<file path="src/rtl/mem_arbiter.sv">
// Two-port (CPU / DMA loader) arbiter in front of a single fixed-latency memory.
// Define MEM_ARB_RR_EN for round-robin on simultaneous requests; otherwise the CPU has fixed priority.
module mem_arbiter #(
    parameter int unsigned MEM_LAT = 2
) (
    input  logic        clk,
    input  logic        rst,
    input  logic        cpu_req,
    input  logic        cpu_we,
    input  logic [31:0] cpu_addr,
    input  logic [31:0] cpu_wdata,
    output logic [31:0] cpu_rdata,
    output logic        cpu_ack,
    input  logic        dma_req,
    input  logic        dma_we,
    input  logic [31:0] dma_addr,
    input  logic [31:0] dma_wdata,
    output logic [31:0] dma_rdata,
    output logic        dma_ack,
    output logic        mem_en,
    output logic        mem_we,
    output logic [31:0] mem_addr,
    output logic [31:0] mem_wdata,
    input  logic [31:0] mem_rdata,
    output logic        busy,
    output logic        owner
);

    typedef enum logic [1:0] {
        IDLE   = 2'd0,
        ACCESS = 2'd1,
        DONE   = 2'd2
    } state_t;

    localparam logic [3:0] LAT_INIT = 4'(MEM_LAT);

    state_t      state, state_nxt;
    logic [3:0]  cnt, cnt_nxt;
    logic        en_nxt, we_nxt, owner_nxt;
    logic        cpu_ack_nxt, dma_ack_nxt;
    logic [31:0] addr_nxt, wdata_nxt, cpu_rdata_nxt, dma_rdata_nxt;
    logic        grant_dma;

`ifdef MEM_ARB_RR_EN
    logic last_dma, last_dma_nxt;

    // On a tie the port that was not granted last wins; reset leaves last = DMA so the CPU goes first.
    assign grant_dma = dma_req && (!cpu_req || !last_dma);

    always_ff @(posedge clk or posedge rst) begin
        if (rst) last_dma <= 1'b1;
        else     last_dma <= last_dma_nxt;
    end
`else
    assign grant_dma = dma_req && !cpu_req;
`endif

    assign busy = (state == ACCESS) || (state == DONE);

    always_comb begin
        // NOTE: every output of this block gets a default first, so no path can infer a latch.
        state_nxt     = state;
        cnt_nxt       = cnt;
        en_nxt        = mem_en;
        we_nxt        = mem_we;
        addr_nxt      = mem_addr;
        wdata_nxt     = mem_wdata;
        owner_nxt     = owner;
        cpu_rdata_nxt = cpu_rdata;
        dma_rdata_nxt = dma_rdata;
        cpu_ack_nxt   = 1'b0;
        dma_ack_nxt   = 1'b0;
`ifdef MEM_ARB_RR_EN
        last_dma_nxt  = last_dma;
`endif
        case (state)
            IDLE: begin
                if (cpu_req || dma_req) begin
                    owner_nxt = grant_dma;
                    addr_nxt  = grant_dma ? dma_addr  : cpu_addr;
                    wdata_nxt = grant_dma ? dma_wdata : cpu_wdata;
                    we_nxt    = grant_dma ? dma_we    : cpu_we;
                    en_nxt    = 1'b1;
                    cnt_nxt   = LAT_INIT;
                    state_nxt = ACCESS;
`ifdef MEM_ARB_RR_EN
                    last_dma_nxt = grant_dma;
`endif
                end
            end
            ACCESS: begin
                cnt_nxt = cnt - 4'd1;
                // Final access cycle: memory data is valid now, so capture it for the owner.
                if (cnt == 4'd1) begin
                    if (!mem_we) begin
                        if (owner) dma_rdata_nxt = mem_rdata;
                        else       cpu_rdata_nxt = mem_rdata;
                    end
                    en_nxt      = 1'b0;
                    we_nxt      = 1'b0;
                    cpu_ack_nxt = !owner;
                    dma_ack_nxt = owner;
                    state_nxt   = DONE;
                end
            end
            DONE: begin
                state_nxt = IDLE;
            end
            default: begin
                en_nxt    = 1'b0;
                we_nxt    = 1'b0;
                state_nxt = IDLE;
            end
        endcase
    end

    // NOTE: sequential state uses non-blocking assignments only, so every register samples pre-edge values.
    always_ff @(posedge clk or posedge rst) begin
        if (rst) begin
            state     <= IDLE;
            cnt       <= 4'd0;
            mem_en    <= 1'b0;
            mem_we    <= 1'b0;
            mem_addr  <= 32'd0;
            mem_wdata <= 32'd0;
            owner     <= 1'b0;
            cpu_rdata <= 32'd0;
            dma_rdata <= 32'd0;
            cpu_ack   <= 1'b0;
            dma_ack   <= 1'b0;
        end else begin
            state     <= state_nxt;
            cnt       <= cnt_nxt;
            mem_en    <= en_nxt;
            mem_we    <= we_nxt;
            mem_addr  <= addr_nxt;
            mem_wdata <= wdata_nxt;
            owner     <= owner_nxt;
            cpu_rdata <= cpu_rdata_nxt;
            dma_rdata <= dma_rdata_nxt;
            cpu_ack   <= cpu_ack_nxt;
            dma_ack   <= dma_ack_nxt;
        end
    end

endmodule

</file>
<file path="config.mk">
export PLATFORM = sky130hd
export DESIGN_NAME = mem_arbiter
export DESIGN_NICKNAME = d
export VERILOG_FILES = /design/src/rtl/mem_arbiter.sv
export SDC_FILE = /design/constraint.sdc
export NUM_CORES = 1
export LEC_CHECK = 0
export BUFFER_PORTS_ARGS = -buffer_cell sky130_fd_sc_hd__buf_2
export CORE_MARGIN = 1
export CORE_UTILIZATION = 25
export CTS_CLUSTER_SIZE = 12
export DETAILED_ROUTE_END_ITERATION = 10
export GPL_TIMING_DRIVEN = 0
export MAX_ROUTING_LAYER = met4
export PLACE_DENSITY = 0.55
export SLEW_MARGIN = 25
export SYNTH_ARGS = -nofsm -noshare
export SYNTH_HDL_FRONTEND = slang
export SYNTH_SLANG_ARGS = --single-unit
</file>
<file path="constraint.sdc">
create_clock -name clk -period 9.58 [get_ports clk]
set_clock_uncertainty 0.15 [all_clocks]
set_input_delay 1.916 -clock clk [delete_from_list [all_inputs] [get_ports clk]]
set_output_delay 1.916 -clock clk [all_outputs]
set_load 0.02 [all_outputs]
</file>
==> summary.md <==
| Metric | Value |
|---|---|
| Slowest stage cell on the critical path | `clkbuf_1` |
| Cell Int Power | `1668 uW` |
| Number of global-route vias before repair | `4,812` |
| Slew @ Worst Pin | `0.4882 ns` |
| Critical path's largest stage delay | `0.42 ns` |
| Seq/Total Area, Yosys | `0.5879` |
| Reg2reg setup slack | `7.10 ns` |
| Final instance area | `8417 um^2` |
| Placed cells | `1,086` |
| Net Sw Frac | `0.4140` |
| Tmin final | `3.477 ns` |
| Setup crit end kind | `flop` |
| Mapped cell area | `5917 um^2` |
| Most used cell, CP | `buf_2` |
| Critical path's top delay family | `buffers and inverters` |
| Initial core utilization | `0.2582` |
| Startpoint Class | `input port` |
| Vias | `4,688` |
| Initial detailed-routing violation count | `147` |
| IO Pins | `300` |
| Total core area | `22,920 um^2` |
| Crit Path Max Fanout | `10` |
| Max-slew violation count | `0` |
| Peak VDD IR | `0.1424 mV` |
| Setup repair bufs after CTS | `0` |
| Clock latency on the worst-skew pair | `0.42 ns` |
| Cell variety after synth | `24` |
| Final WL | `16.83 mm` |
| Final worst-path cycle share | `0.3630` |
| Root Buffer | `clkbuf_16` |
| Sequential share of power | `0.352` |
| Port bufs | `299` |
| # rows | `55` |
| Commonest non-fill, non-tap cells in the layout | `307 x buf_2, 139 x dfrtp_1, 70 x o21ai_0` |
| Routed Antenna Nets | `0` |
| Worst relative slew slack | `0.6738` |
| Yosys warns | `0` |
| Setup TNS | `0 ns` |
| Syn Area/Cell | `12.51 um^2` |
| #FFs+latches synth | `139` |
| # hold bufs at CTS | `0` |
| Cell Chain, Critical Path | `buf_2, o21ai_0, buf_2, clkbuf_1, buf_2, nand2_1, o21ai_0` |
| Sink Count | `139` |
| Chip height | `155.8 um` |
| FMAX | `287.6 MHz` |
| Setup Crit Path Kind | `input port to flop` |
| GPL Wtd Cong | `0.7755` |
| Worst reg2reg endpoint | `mem_wdata[23]$_DFFE_PP0P_` |
| # diodes | `0` |
| Routed length per instance | `15.06 um` |
| Final #Nets | `964` |
| CTS tree | `yes` |
| Global Route Usage Sum | `0.1468` |
| CP Buf/Inv Count | `4` |
| Reg2Reg Depth | `9` |
| Leakage | `0.004207 uW` |
| H-tree depth | `4` |
| Final HPWL from detailed placement | `12.92 mm` |
| Die width | `155.8 um` |
| RSZ-0062 raised after global routing | `no` |
| Count of final setup violators | `0` |
| Layout cells sized above 1 | `0.5205` |
| Logic gate share of total power | `0.420` |
| Worst r2r src | `state[0]$_DFFE_PP0P_` |
| Non-Filler Instances | `1,118` |
| TritonCTS Buffers | `17` |
| Crit. Startpoint | `dma_req` |
| Clock power frac | `0.228` |
| DR DRC count | `0` |
| Placed cell area | `7840 um^2` |
| Number of cells on the critical path | `7` |
| Switching pwr | `1178 uW` |
| First-pass GRT wire length | `26.26 mm` |
| Syn Nets | `645` |
| Via-per-instance ratio | `4.193` |
| Final Hold Fails | `0` |
| Total gr overflow | `0` |
| Clock transition at the registers of the reported paths | `0.06 ns` |
| Final core utilization | `0.3673` |
| Initial antenna violation count | `0` |
| Commonest non-fill, non-tap cell in the layout | `buf_2` |
| WP data required | `9.76 ns` |
| Overall power | `2846 uW` |
| Router iterations before antenna repair | `4` |
| CP arrival | `3.66 ns` |
| Max Root-Sink Buffers | `2` |
| Hold Crit Class | `flop to flop` |
| CP Capture Point | `mem_wdata[23]$_DFFE_PP0P_` |
| Die area | `24,290 um^2` |
| Syn Inst Count | `473` |
| Status | `finished, final reports clean` |
| Max_cap viols | `0` |
| Pwr dens | `338.1 nW/um^2` |
| CTS-repair resized insts | `0` |
| Synth-to-Final Area Change | `42.25%` |
| Largest net degree at the start of global routing | `79` |
-- layer usage --
layer	track usage	part of all wire	routed length, um	up-vias
met5	-	0	0	-
met4	0.04202	0.014	230	0
li1	-	-	-	2294
met1	0.1717	0.42	7142	2241
met3	0.03361	0.041	694	13
met2	0.2511	0.52	8766	140
-- cell usage after synthesis (all sizes together) --
| cell | number | share of area |
|---|---|---|
| dfrtp | 139 | 0.59 |
| o21ai | 70 | 0.059 |
| mux2 | 67 | 0.13 |
| mux2i | 67 | 0.11 |
| nand2 | 66 | 0.042 |
| buf | 17 | 0.020 |
| clkbuf | 12 | 0.0076 |
| nor2 | 7 | 0.0044 |
| ha | 6 | 0.013 |
| inv | 6 | 0.0038 |
| a21oi | 5 | 0.0042 |
| nor2b | 2 | 0.0021 |
| nor3b | 2 | 0.0044 |
| a31oi | 1 | 0.0011 |
| and3 | 1 | 0.0011 |
| nand3 | 1 | 0.00085 |
| nand4b | 1 | 0.0015 |
| nor4 | 1 | 0.0011 |
| nor4b | 1 | 0.0040 |
| o21bai | 1 | 0.0013 |
-- cells by family after synthesis --
kind of cell             after synthesis  synth area share
multiplexers                         134            0.2409
adder cells (fa/ha/maj)                6           0.01269
AND/OR/NAND/NOR                       82           0.06133
AO/OA/AOI/OAI                         77           0.06577
buffers and inverters                 35           0.03151
flip-flops                           139            0.5879
-- worst register-to-register path, cell delays in order (launching register included) --
cell and delay [ns]:
dfrtp_1 0.37, inv_1 0.08, ha_1 0.19, buf_2 0.17
o21ai_0 0.19, buf_2 0.32, clkbuf_1 0.43, buf_2 0.33
nand2_1 0.08, o21ai_0 0.08
-- per-stage QoR --
stage / setup slack [ns] / hold WS, ns
2_1_floorplan: 3.789 / 0.3588
3_3_place_gp: 1.913 / 0.3103
3_5_place_dp: 5.438 / 0.3153
4_1_cts: 5.881 / 0.3290
5_1_grt: 5.756 / 0.3375
6_report: 6.103 / 0.3222
-- how the worst min path moves through the flow --
stage	start	to	slack [ns]	depth (start not counted)
final	mem_addr[17]$_DFFE_PP0P_	mem_addr[17]$_DFFE_PP0P_	0.32	2
after global routing	mem_addr[20]$_DFFE_PP0P_	mem_addr[20]$_DFFE_PP0P_	0.34	2
after CTS	mem_addr[23]$_DFFE_PP0P_	mem_addr[23]$_DFFE_PP0P_	0.33	2
after detailed placement	mem_addr[23]$_DFFE_PP0P_	mem_addr[23]$_DFFE_PP0P_	0.32	2
after global placement	mem_addr[12]$_DFFE_PP0P_	mem_addr[12]$_DFFE_PP0P_	0.31	2
after floorplan	state[0]$_DFFE_PP0P_	state[0]$_DFFE_PP0P_	0.36	1
-- power groups by stage --
stage	Clock, uW	Sequential, uW	Combinational [uW]
finish	649	1000	1200
global route	698	1040	1310
CTS	668	1000	1220
detailed placement	0	1010	1220
global placement	0	1000	1210
floorplan	0	1340	415
-- registers in the layout (all words and copies together), names as in the netlist --
name / count
cpu_rdata: 32
dma_rdata: 32
mem_addr: 32
mem_wdata: 32
cnt: 4
state: 2
cpu_ack: 1
dma_ack: 1
mem_en: 1
mem_we: 1
owner: 1
-- layout make-up --
type | count | area, um^2
Inverter | 6 | 30.03
Sequential cell | 139 | 3478
Tap cell | 313 | 391.6
Clock buffer | 18 | 429.2
Fill cell | 2345 | 14500
Buffer | 29 | 163.9
Multi-Input combinational cell | 299 | 2252
Clock inverter | 14 | 147.6
Timing Repair Buffer | 300 | 1524
Power figures use the tool's default switching activity.
